`src/rtl/aes_ctr_source.sv`:
```
// aes_ctr_source
//   Feeds CTR-mode counter blocks into a pipelined AES-256 core with fixed
//   latency, and tracks each block so the cycle its keystream emerges on the
//   core's OUT is flagged with the block's issue index.
//
//   Ports
//     CLK, RST      clock, asynchronous active-high reset
//     START         job request, only looked at in IDLE
//     NONCE         upper 96 bits of every counter block
//     CTR_INIT      counter value of block 0
//     KEY_IN        job key
//     COUNT         number of blocks in the job (0 completes immediately)
//     HOLD          request a bubble instead of a block
//     STATE, KEY    to the core's STATE and KEY inputs
//     IN_VALID      STATE/KEY carry a real block this cycle
//     OUT_VALID     core OUT carries a result of this job this cycle
//     OUT_INDEX     issue index of the block whose result is on OUT
//     BUSY          accept through the last result
//     DONE          one-cycle completion pulse
//
//   Block 0 is issued on the accepting edge itself, so BUSY lasts exactly
//   COUNT + bubbles + LATENCY cycles. HOLD is sampled on the edge, so a bubble
//   shows on STATE/IN_VALID in the cycle after HOLD was high.
module aes_ctr_source #(
  parameter int LATENCY = 69,
  parameter int CNT_W   = 16
) (
  input  logic             CLK,
  input  logic             RST,
  input  logic             START,
  input  logic [95:0]      NONCE,
  input  logic [31:0]      CTR_INIT,
  input  logic [255:0]     KEY_IN,
  input  logic [CNT_W-1:0] COUNT,
  input  logic             HOLD,
  output logic [127:0]     STATE,
  output logic [255:0]     KEY,
  output logic             IN_VALID,
  output logic             OUT_VALID,
  output logic [CNT_W-1:0] OUT_INDEX,
  output logic             BUSY,
  output logic             DONE
);

  typedef enum logic [1:0] {S_IDLE, S_ISSUE, S_DRAIN} state_t;

  state_t             state_q,    state_d;
  logic [95:0]        nonce_q,    nonce_d;
  logic [31:0]        ctr_q,      ctr_d;
  logic [255:0]       key_q,      key_d;
  logic [CNT_W-1:0]   count_q,    count_d;
  logic [CNT_W-1:0]   issued_q,   issued_d;
  logic [CNT_W-1:0]   out_idx_q,  out_idx_d;
  logic [127:0]       blk_q,      blk_d;
  logic               in_valid_q, in_valid_d;
  logic [LATENCY-1:0] trk_q,      trk_d;
  logic               busy_q,     busy_d;
  logic               done_q,     done_d;

  always_comb begin
    state_d    = state_q;
    nonce_d    = nonce_q;
    ctr_d      = ctr_q;
    key_d      = key_q;
    count_d    = count_q;
    issued_d   = issued_q;
    busy_d     = busy_q;
    done_d     = 1'b0;
    blk_d      = '0;
    in_valid_d = 1'b0;
    // Tracker mirrors IN_VALID one-for-one; its last tap is OUT_VALID, so a
    // block seen on IN_VALID in cycle c is flagged in cycle c + LATENCY.
    trk_d      = {trk_q[LATENCY-2:0], in_valid_q};
    out_idx_d  = trk_q[LATENCY-1] ? out_idx_q + CNT_W'(1) : out_idx_q;

    unique case (state_q)
      S_IDLE: begin
        if (START) begin
          if (COUNT != '0) begin
            nonce_d    = NONCE;
            key_d      = KEY_IN;
            count_d    = COUNT;
            blk_d      = {NONCE, CTR_INIT};
            in_valid_d = 1'b1;
            ctr_d      = CTR_INIT + 32'd1;
            issued_d   = CNT_W'(1);
            out_idx_d  = '0;
            busy_d     = 1'b1;
            state_d    = (COUNT == CNT_W'(1)) ? S_DRAIN : S_ISSUE;
          end else begin
            done_d = 1'b1;
          end
        end
      end
      S_ISSUE: begin
        if (!HOLD) begin
          blk_d      = {nonce_q, ctr_q};
          in_valid_d = 1'b1;
          ctr_d      = ctr_q + 32'd1;
          issued_d   = issued_q + CNT_W'(1);
          if (issued_d == count_q) state_d = S_DRAIN;
        end
      end
      S_DRAIN: begin
        // Results emerge in issue order, so the final one carries COUNT-1.
        if (trk_q[LATENCY-1] && (out_idx_q == count_q - CNT_W'(1))) begin
          state_d = S_IDLE;
          busy_d  = 1'b0;
          done_d  = 1'b1;
        end
      end
      default: state_d = S_IDLE;
    endcase
  end

  always_ff @(posedge CLK or posedge RST) begin
    if (RST) begin
      state_q    <= S_IDLE;
      nonce_q    <= '0;
      ctr_q      <= '0;
      key_q      <= '0;
      count_q    <= '0;
      issued_q   <= '0;
      out_idx_q  <= '0;
      blk_q      <= '0;
      in_valid_q <= 1'b0;
      trk_q      <= '0;
      busy_q     <= 1'b0;
      done_q     <= 1'b0;
    end else begin
      state_q    <= state_d;
      nonce_q    <= nonce_d;
      ctr_q      <= ctr_d;
      key_q      <= key_d;
      count_q    <= count_d;
      issued_q   <= issued_d;
      out_idx_q  <= out_idx_d;
      blk_q      <= blk_d;
      in_valid_q <= in_valid_d;
      trk_q      <= trk_d;
      busy_q     <= busy_d;
      done_q     <= done_d;
    end
  end

  assign STATE     = blk_q;
  assign KEY       = key_q;
  assign IN_VALID  = in_valid_q;
  assign OUT_VALID = trk_q[LATENCY-1];
  assign OUT_INDEX = out_idx_q;
  assign BUSY      = busy_q;
  assign DONE      = done_q;

endmodule

```
`config.mk`:
```
export PLATFORM = sky130hd
export DESIGN_NAME = aes_ctr_source
export DESIGN_NICKNAME = d
export VERILOG_FILES = /design/src/rtl/aes_ctr_source.sv
export SDC_FILE = /design/constraint.sdc
export NUM_CORES = 1
export LEC_CHECK = 0
export CELL_PAD_IN_SITES_DETAIL_PLACEMENT = 0
export CELL_PAD_IN_SITES_GLOBAL_PLACEMENT = 1
export CORE_ASPECT_RATIO = 0.5
export CORE_MARGIN = 3
export CORE_UTILIZATION = 35
export CTS_CLUSTER_DIAMETER = 50
export CTS_CLUSTER_SIZE = 25
export DETAILED_ROUTE_END_ITERATION = 10
export PLACE_DENSITY_LB_ADDON = 0.25
export SLEW_MARGIN = 10
export SYNTH_ARGS = -nofsm -noshare
export SYNTH_HDL_FRONTEND = slang
export SYNTH_SLANG_ARGS = --single-unit
```
`constraint.sdc`:
```
create_clock -name CLK -period 28 [get_ports CLK]
set_input_delay 5.6 -clock CLK [delete_from_list [all_inputs] [get_ports CLK]]
set_output_delay 5.6 -clock CLK [all_outputs]
set_load 0.05 [all_outputs]
```
After elaboration in Yosys (flattened, before gate mapping)
Cells that the tools add are included.
{"block": "word_totals", "regBits": 634, "input_bits": 404, "output_inout_bits": 404, "elab_cells": 71}
{"block": "op_classes", "reduce_logical": 9, "eq_ne": 10, "muxes": 35, "addsub": 5}
{"operator": "128-bit 2-to-1 mux", "count": 3}
{"operator": "128-bit case mux with 2 select lines", "count": 1}
{"operator": "16-bit 2-to-1 mux", "count": 7}
{"operator": "32-bit 2-to-1 mux", "count": 3}
{"operator": "32-bit by 1-bit adder with 32-bit output, second input constant", "count": 2}
{"operator": "32-bit case mux with 2 select lines", "count": 1}
{"operator": "16-bit by 1-bit adder with 16-bit output, second input constant", "count": 2}
{"operator": "16-bit equality test", "count": 2}
{"operator": "16-bit case mux with 2 select lines", "count": 1}
{"operator": "16-bit by 1-bit equality test with 1-bit output, second input constant", "count": 1}
{"operator": "16-bit nonzero test", "count": 1}
{"operator": "16-bit by 1-bit subtractor with 16-bit output, second input constant", "count": 1}
{"operator": "2-bit 2-to-1 mux", "count": 6}
{"operator": "2-bit inequality test, second input constant", "count": 5}
{"operator": "1-bit 2-to-1 mux", "count": 9}
{"operator": "4-bit AND reduction", "count": 2}
{"operator": "1-bit case mux with 2 select lines", "count": 3}
{"operator": "2-bit case mux with 3 select lines", "count": 1}
{"operator": "5-bit AND reduction", "count": 1}
{"operator": "2-bit nonzero test", "count": 2}
{"operator": "3-bit AND reduction", "count": 1}
{"operator": "2-bit by 1-bit equality test with 1-bit output, second input constant", "count": 1}
{"operator": "2-bit equality test, second input constant", "count": 1}
{"operator": "2-bit zero test", "count": 1}
{"operator": "1-bit logical AND", "count": 1}

Longest topological paths before layout
{"block": "logic_depth", "depth_word": 5, "ltp_mapped": 16, "mapped_depth_nobuf": 9}

Least setup slack after synthesis
No wires, ideal clock.
{"block": "synth_timing", "path_type": "input-to-reg", "start": "in CTR_INIT[8]", "end": "reg ctr_q[30]", "setup_time_ns": 0.065, "slack_ns": 20.334, "arrival_time_ns": 7.601, "stages": 8, "n_path_buf": 2, "required_ns": 27.935, "path_cell_list": "a31oi_1 > or3_1 > clkbuf_1 > or4_4 > buf_6 > or4_1 > a21oi_1 > o22a_1"}
{"block": "synth_between", "elab_chain_len": 4}
{"element": "start: declaration", "line": "32", "source": "input logic [31:0] CTR_INIT,"}
{"element": "32-bit by 1-bit adder with 32-bit output", "line": "85", "source": "ctr_d = CTR_INIT + 32'd1;"}
{"element": "32-bit 2-to-1 mux", "line": "79", "source": "if (COUNT != '0) begin"}
{"element": "32-bit 2-to-1 mux", "line": "78", "source": "if (START) begin"}
{"element": "32-bit case mux with 2 select lines", "line": "76", "source": "unique case (state_q)"}
{"element": "end signal: assignment", "line": "133", "source": "ctr_q <= ctr_d;"}
{"element": "end: declaration", "line": "49", "source": "logic [31:0] ctr_q, ctr_d;"}
No other way between the ends. The select of a mux whose other input is x is not followed.
A chain may end at the register's enable or synchronous reset.

Worst setup path after layout
{"block": "layout_timing", "start": "in START", "end": "reg blk_q[61], in the netlist STATE[61]"}
{"block": "layout_between", "elab_chain_len": 2}
{"element": "start: declaration", "line": "30", "source": "input logic START,"}
{"element": "128-bit 2-to-1 mux", "line": "78"}
{"element": "128-bit case mux with 2 select lines", "line": "76"}
{"element": "via blk_d[61]", "line": "54", "source": "logic [127:0] blk_q, blk_d;"}
{"element": "end signal: assignment", "line": "138", "source": "blk_q <= blk_d;"}
{"element": "end: declaration", "line": "54"}
The timed path passes the listed nets, and every way through them passes these cells.

==> implementation parameters <==
Parameter                              Value

GRT
  Maximum number of pins on one net before global-route repair ... between 200 and 250
  Initial antenna violation count ... 30
  Tot GR Track Use ... 0.2381
  Vias in the first global route ... 20.75k
  Grt ovf ... 0
  Global-route wire length before repair ... 137200 µm

Place
  DP HPWL ... roughly 68000 µm
  Cell Area, Placed ... approximately 34000 µm²
  Final weighted congestion in routability-driven placement ... 0.8788
  Placed instance count ... 4243
  Minimum setup slack after placement ... roughly 18000 ps
  Total of buffers placed on input and output ports ... 807

Detailed routing
  DRC violations left ... 0
  Total detailed-routing wirelength ... 93970 µm
  Post-route ant nets ... 0
  Average wire per standard cell ... 21.59 µm
  Number of vias in the routed layout ... around 21k
  First-pass DRT Iterations ... 5
  Vias per cell ... 4.840
  Violation count after the first detailed-route iteration ... 1529

Layout
  Area Overhead vs Synth ... 41.63%
  Most frequent cells in the layout ... sky130_fd_sc_hd__nand2_1, sky130_fd_sc_hd__clkdlybuf4s50_1, sky130_fd_sc_hd__dfrtp_1, sky130_fd_sc_hd__a22o_1, sky130_fd_sc_hd__nor2_1
  Design area ... between 30000 and 40000 µm²
  Post-layout instance count excluding filler cells ... 4352
  Fraction of layout instances using a drive strength above 1 ... 0.03974
  Net count, final ... 3742
  Most common cell after layout, fill and taps aside ... sky130_fd_sc_hd__nand2_1

CTS
  Clock root cell ... sky130_fd_sc_hd__clkbuf_16
  CTS tree ... built
  Clock buffer count from CTS ... 47
  Worst-path clk slew ... around 90 ps
  Clk buf depth ... 3
  Hold buffer count at CTS ... 0
  Clock tree sinks ... about 630
  H-Tree Level Count ... 2
  Number of buffers added for setup after CTS ... 0
  Post_cts resized ... 0
  Clock latency on the worst-skew pair ... about 620 ps

Run
  Number of maximum-capacitance constraint violations ... 0

Setup path
  Most frequent CP cell ... sky130_fd_sc_hd__buf_4
  Crit start category ... input port
  Critical path class ... input port to register
  Master of the slowest instance on the critical path ... sky130_fd_sc_hd__buf_4
  Delay of the slowest cell on the worst path ... roughly 890 ps
  Worst Setup End Kind ... register
  Worst EP arrival ... roughly 11000 ps
  Biggest fanout along the worst timing path ... 94
  Crit-path cells ... clkdlybuf4s50_1 > nor3b_1 > o21a_4 > buf_4 > buf_4 > buf_4 > a22o_1
  Crit path required time ... ~29000 ps

Power
  Power density relative to cell area ... around 120 nW/µm²
  Max IR drop VDD ... 0.07090 mV
  Leakage power of the design ... between 15 and 20 nW

STA
  Remaining max-slew budget at the tightest pin ... 0.2528
  Post-Route Setup TNS ... 0 ps
  Unrepaired setup endpoints after global routing ... no
  Maximum clock rate ... roughly 100 MHz
  Final critical delay including setup and external delays ... about 9900 ps
  Final hold slack ... 322.8 ps
  Setup Viol. Count Final ... 0
  Post-Route Skew ... 26.90 ps
  Final slew viol count ... 0
  Share of the cycle needed by the critical path after routing ... 0.3552
  Fin worst setup slack ... approximately 18000 ps
  Final hold violations ... 0
  Actual transition at the worst max-transition pin ... about 1100 ps

Floorplanning
  Number of placement rows ... 69
  Core ar. ... slightly above 70000 µm²
  Die boundary height ... 196.8 µm
  Die width ... slightly below 400 µm
  Count of pins on the block boundary ... 808
  Area of the die ... approximately 76000 µm²
  Starting density of the core ... 0.3562

Worst hold path
  Worst min-delay path class ... register to register

Yosys
  Mapped Nets ... around 3.0k
  Cell variety after synth ... 70
  Post-synthesis register bit count ... 634
  Sequential-to-total area share from yosys stat ... 0.6224
  Synthesized instance count ... roughly 2.6k
  Warnings, synthesis ... 0
  Primary flip-flop cell chosen by synthesis mapping ... sky130_fd_sc_hd__dfrtp_1
  Cell area after technology mapping ... approximately 25000 µm²
  Mean area per synthesized cell ... slightly below 10 µm²
  Post-synth ARST share ... 1.000
  Number of enable-type register cells in the synthesized netlist ... 0

Outcome
  Status ... completed
## worst paths after layout
path / from / endpoint / slack, ps / cells after the start
worst min-delay path: trk_q[19] / trk_q[20] / 320 / 0
min in group asynchronous: RST / STATE[23] / 5570 / 2
worst max-delay path: START / STATE[61] / 18050 / 7
worst max register to register: state_q[1] / STATE[61] / 22770 / 6
worst min register to register: trk_q[19] / trk_q[20] / 320 / 0
max in group asynchronous: RST / KEY[148] / 19290 / 5
## power by group
group	internal [mW]	total, mW	leakage, nW	switching (mW)
Sequential	1.26	1.49	7.98	0.225
Combinational	0.668	2.04	7.99	1.38
Clock	0.352	0.767	0.833	0.415
## critical path, delay by kind of cell
family	cells	cell delay, ps
AOI/OAI and AO/OA	2	960
buffers and inverters	4	2930
and+or+nand+nor	1	730
## cells by family after synthesis
kind of cell    share of synthesized area
compound gates                    0.09340
simple gates                       0.2249
buf+inv                           0.02817
fa+ha+maj                        0.001963
flops                              0.6224
xor+xnor                          0.01752
mux                               0.01163
## Yosys cell counts, types with 6 or more instances
cell type / count / area (µm²)
sky130_fd_sc_hd__nand2_1: 1173 / 4403
sky130_fd_sc_hd__dfrtp_1: 634 / 15870
sky130_fd_sc_hd__clkbuf_1: 154 / 578.1
sky130_fd_sc_hd__a22o_1: 124 / 1086
sky130_fd_sc_hd__nor2_1: 65 / 244.0
sky130_fd_sc_hd__o21ai_0: 55 / 275.3
sky130_fd_sc_hd__a21oi_1: 43 / 215.2
sky130_fd_sc_hd__nand3_1: 32 / 160.2
sky130_fd_sc_hd__xor2_1: 27 / 236.5
sky130_fd_sc_hd__xnor2_1: 24 / 210.2
sky130_fd_sc_hd__a31oi_1: 21 / 131.4
sky130_fd_sc_hd__nor3_1: 19 / 95.09
sky130_fd_sc_hd__mux2i_1: 18 / 180.2
sky130_fd_sc_hd__nor4_1: 17 / 106.4
sky130_fd_sc_hd__nand4_1: 15 / 93.84
sky130_fd_sc_hd__o31ai_1: 14 / 105.1
sky130_fd_sc_hd__inv_1: 11 / 41.29
sky130_fd_sc_hd__or3_1: 11 / 68.82
sky130_fd_sc_hd__a211oi_1: 10 / 75.07
sky130_fd_sc_hd__and3_1: 10 / 62.56
sky130_fd_sc_hd__a21o_1: 9 / 67.56
sky130_fd_sc_hd__mux2_2: 9 / 101.4
sky130_fd_sc_hd__nand2b_1: 9 / 56.30
sky130_fd_sc_hd__or4_1: 8 / 60.06
sky130_fd_sc_hd__and4b_1: 6 / 60.06
sky130_fd_sc_hd__or2_2: 6 / 37.54
## sequential cells by signal, indices dropped and copies added (netlist names), 2 cells and up
| name | flops |
|---|---|
| state_q | 2 |
| issued_q | 16 |
| STATE | 128 |
| ctr_q | 32 |
| OUT_INDEX | 16 |
| KEY | 256 |
| count_q | 16 |
| nonce_q | 96 |
| trk_q | 69 |
## metal layers
metal / global-route usage / vias to the layer above / part of all wire
met3: 0.05678 / 150 / 0.059
met2: 0.4117 / 489 / 0.51
met4: 0.08788 / 12 / 0.035
met5: 0 / - / 0.00082
met1: 0.2916 / 10360 / 0.40
li1: - / 10050 / -
## per-stage QoR
step / utilization / power (mW)
after detailed placement: 0.4796 / 3.564
after global placement: 0.4796 / 3.543
after global routing: 0.5043 / 4.520
final: 0.5045 / 4.300
after floorplan: - / 2.772
after CTS: 0.5037 / 4.349
## area by class of cell
class                   instances  area [µm²]
diodes                         22       55.05
well taps                     958        1199
clock buffers                  47        1176
clock inverters                40       549.3
inverters                      12       52.55
flip-flops and latches        634       15870
repair buffers                825        8263
fillers                      6612       35470
multi-input cells            1814        8945
No activity file was read; power rests on OpenSTA's default activity.
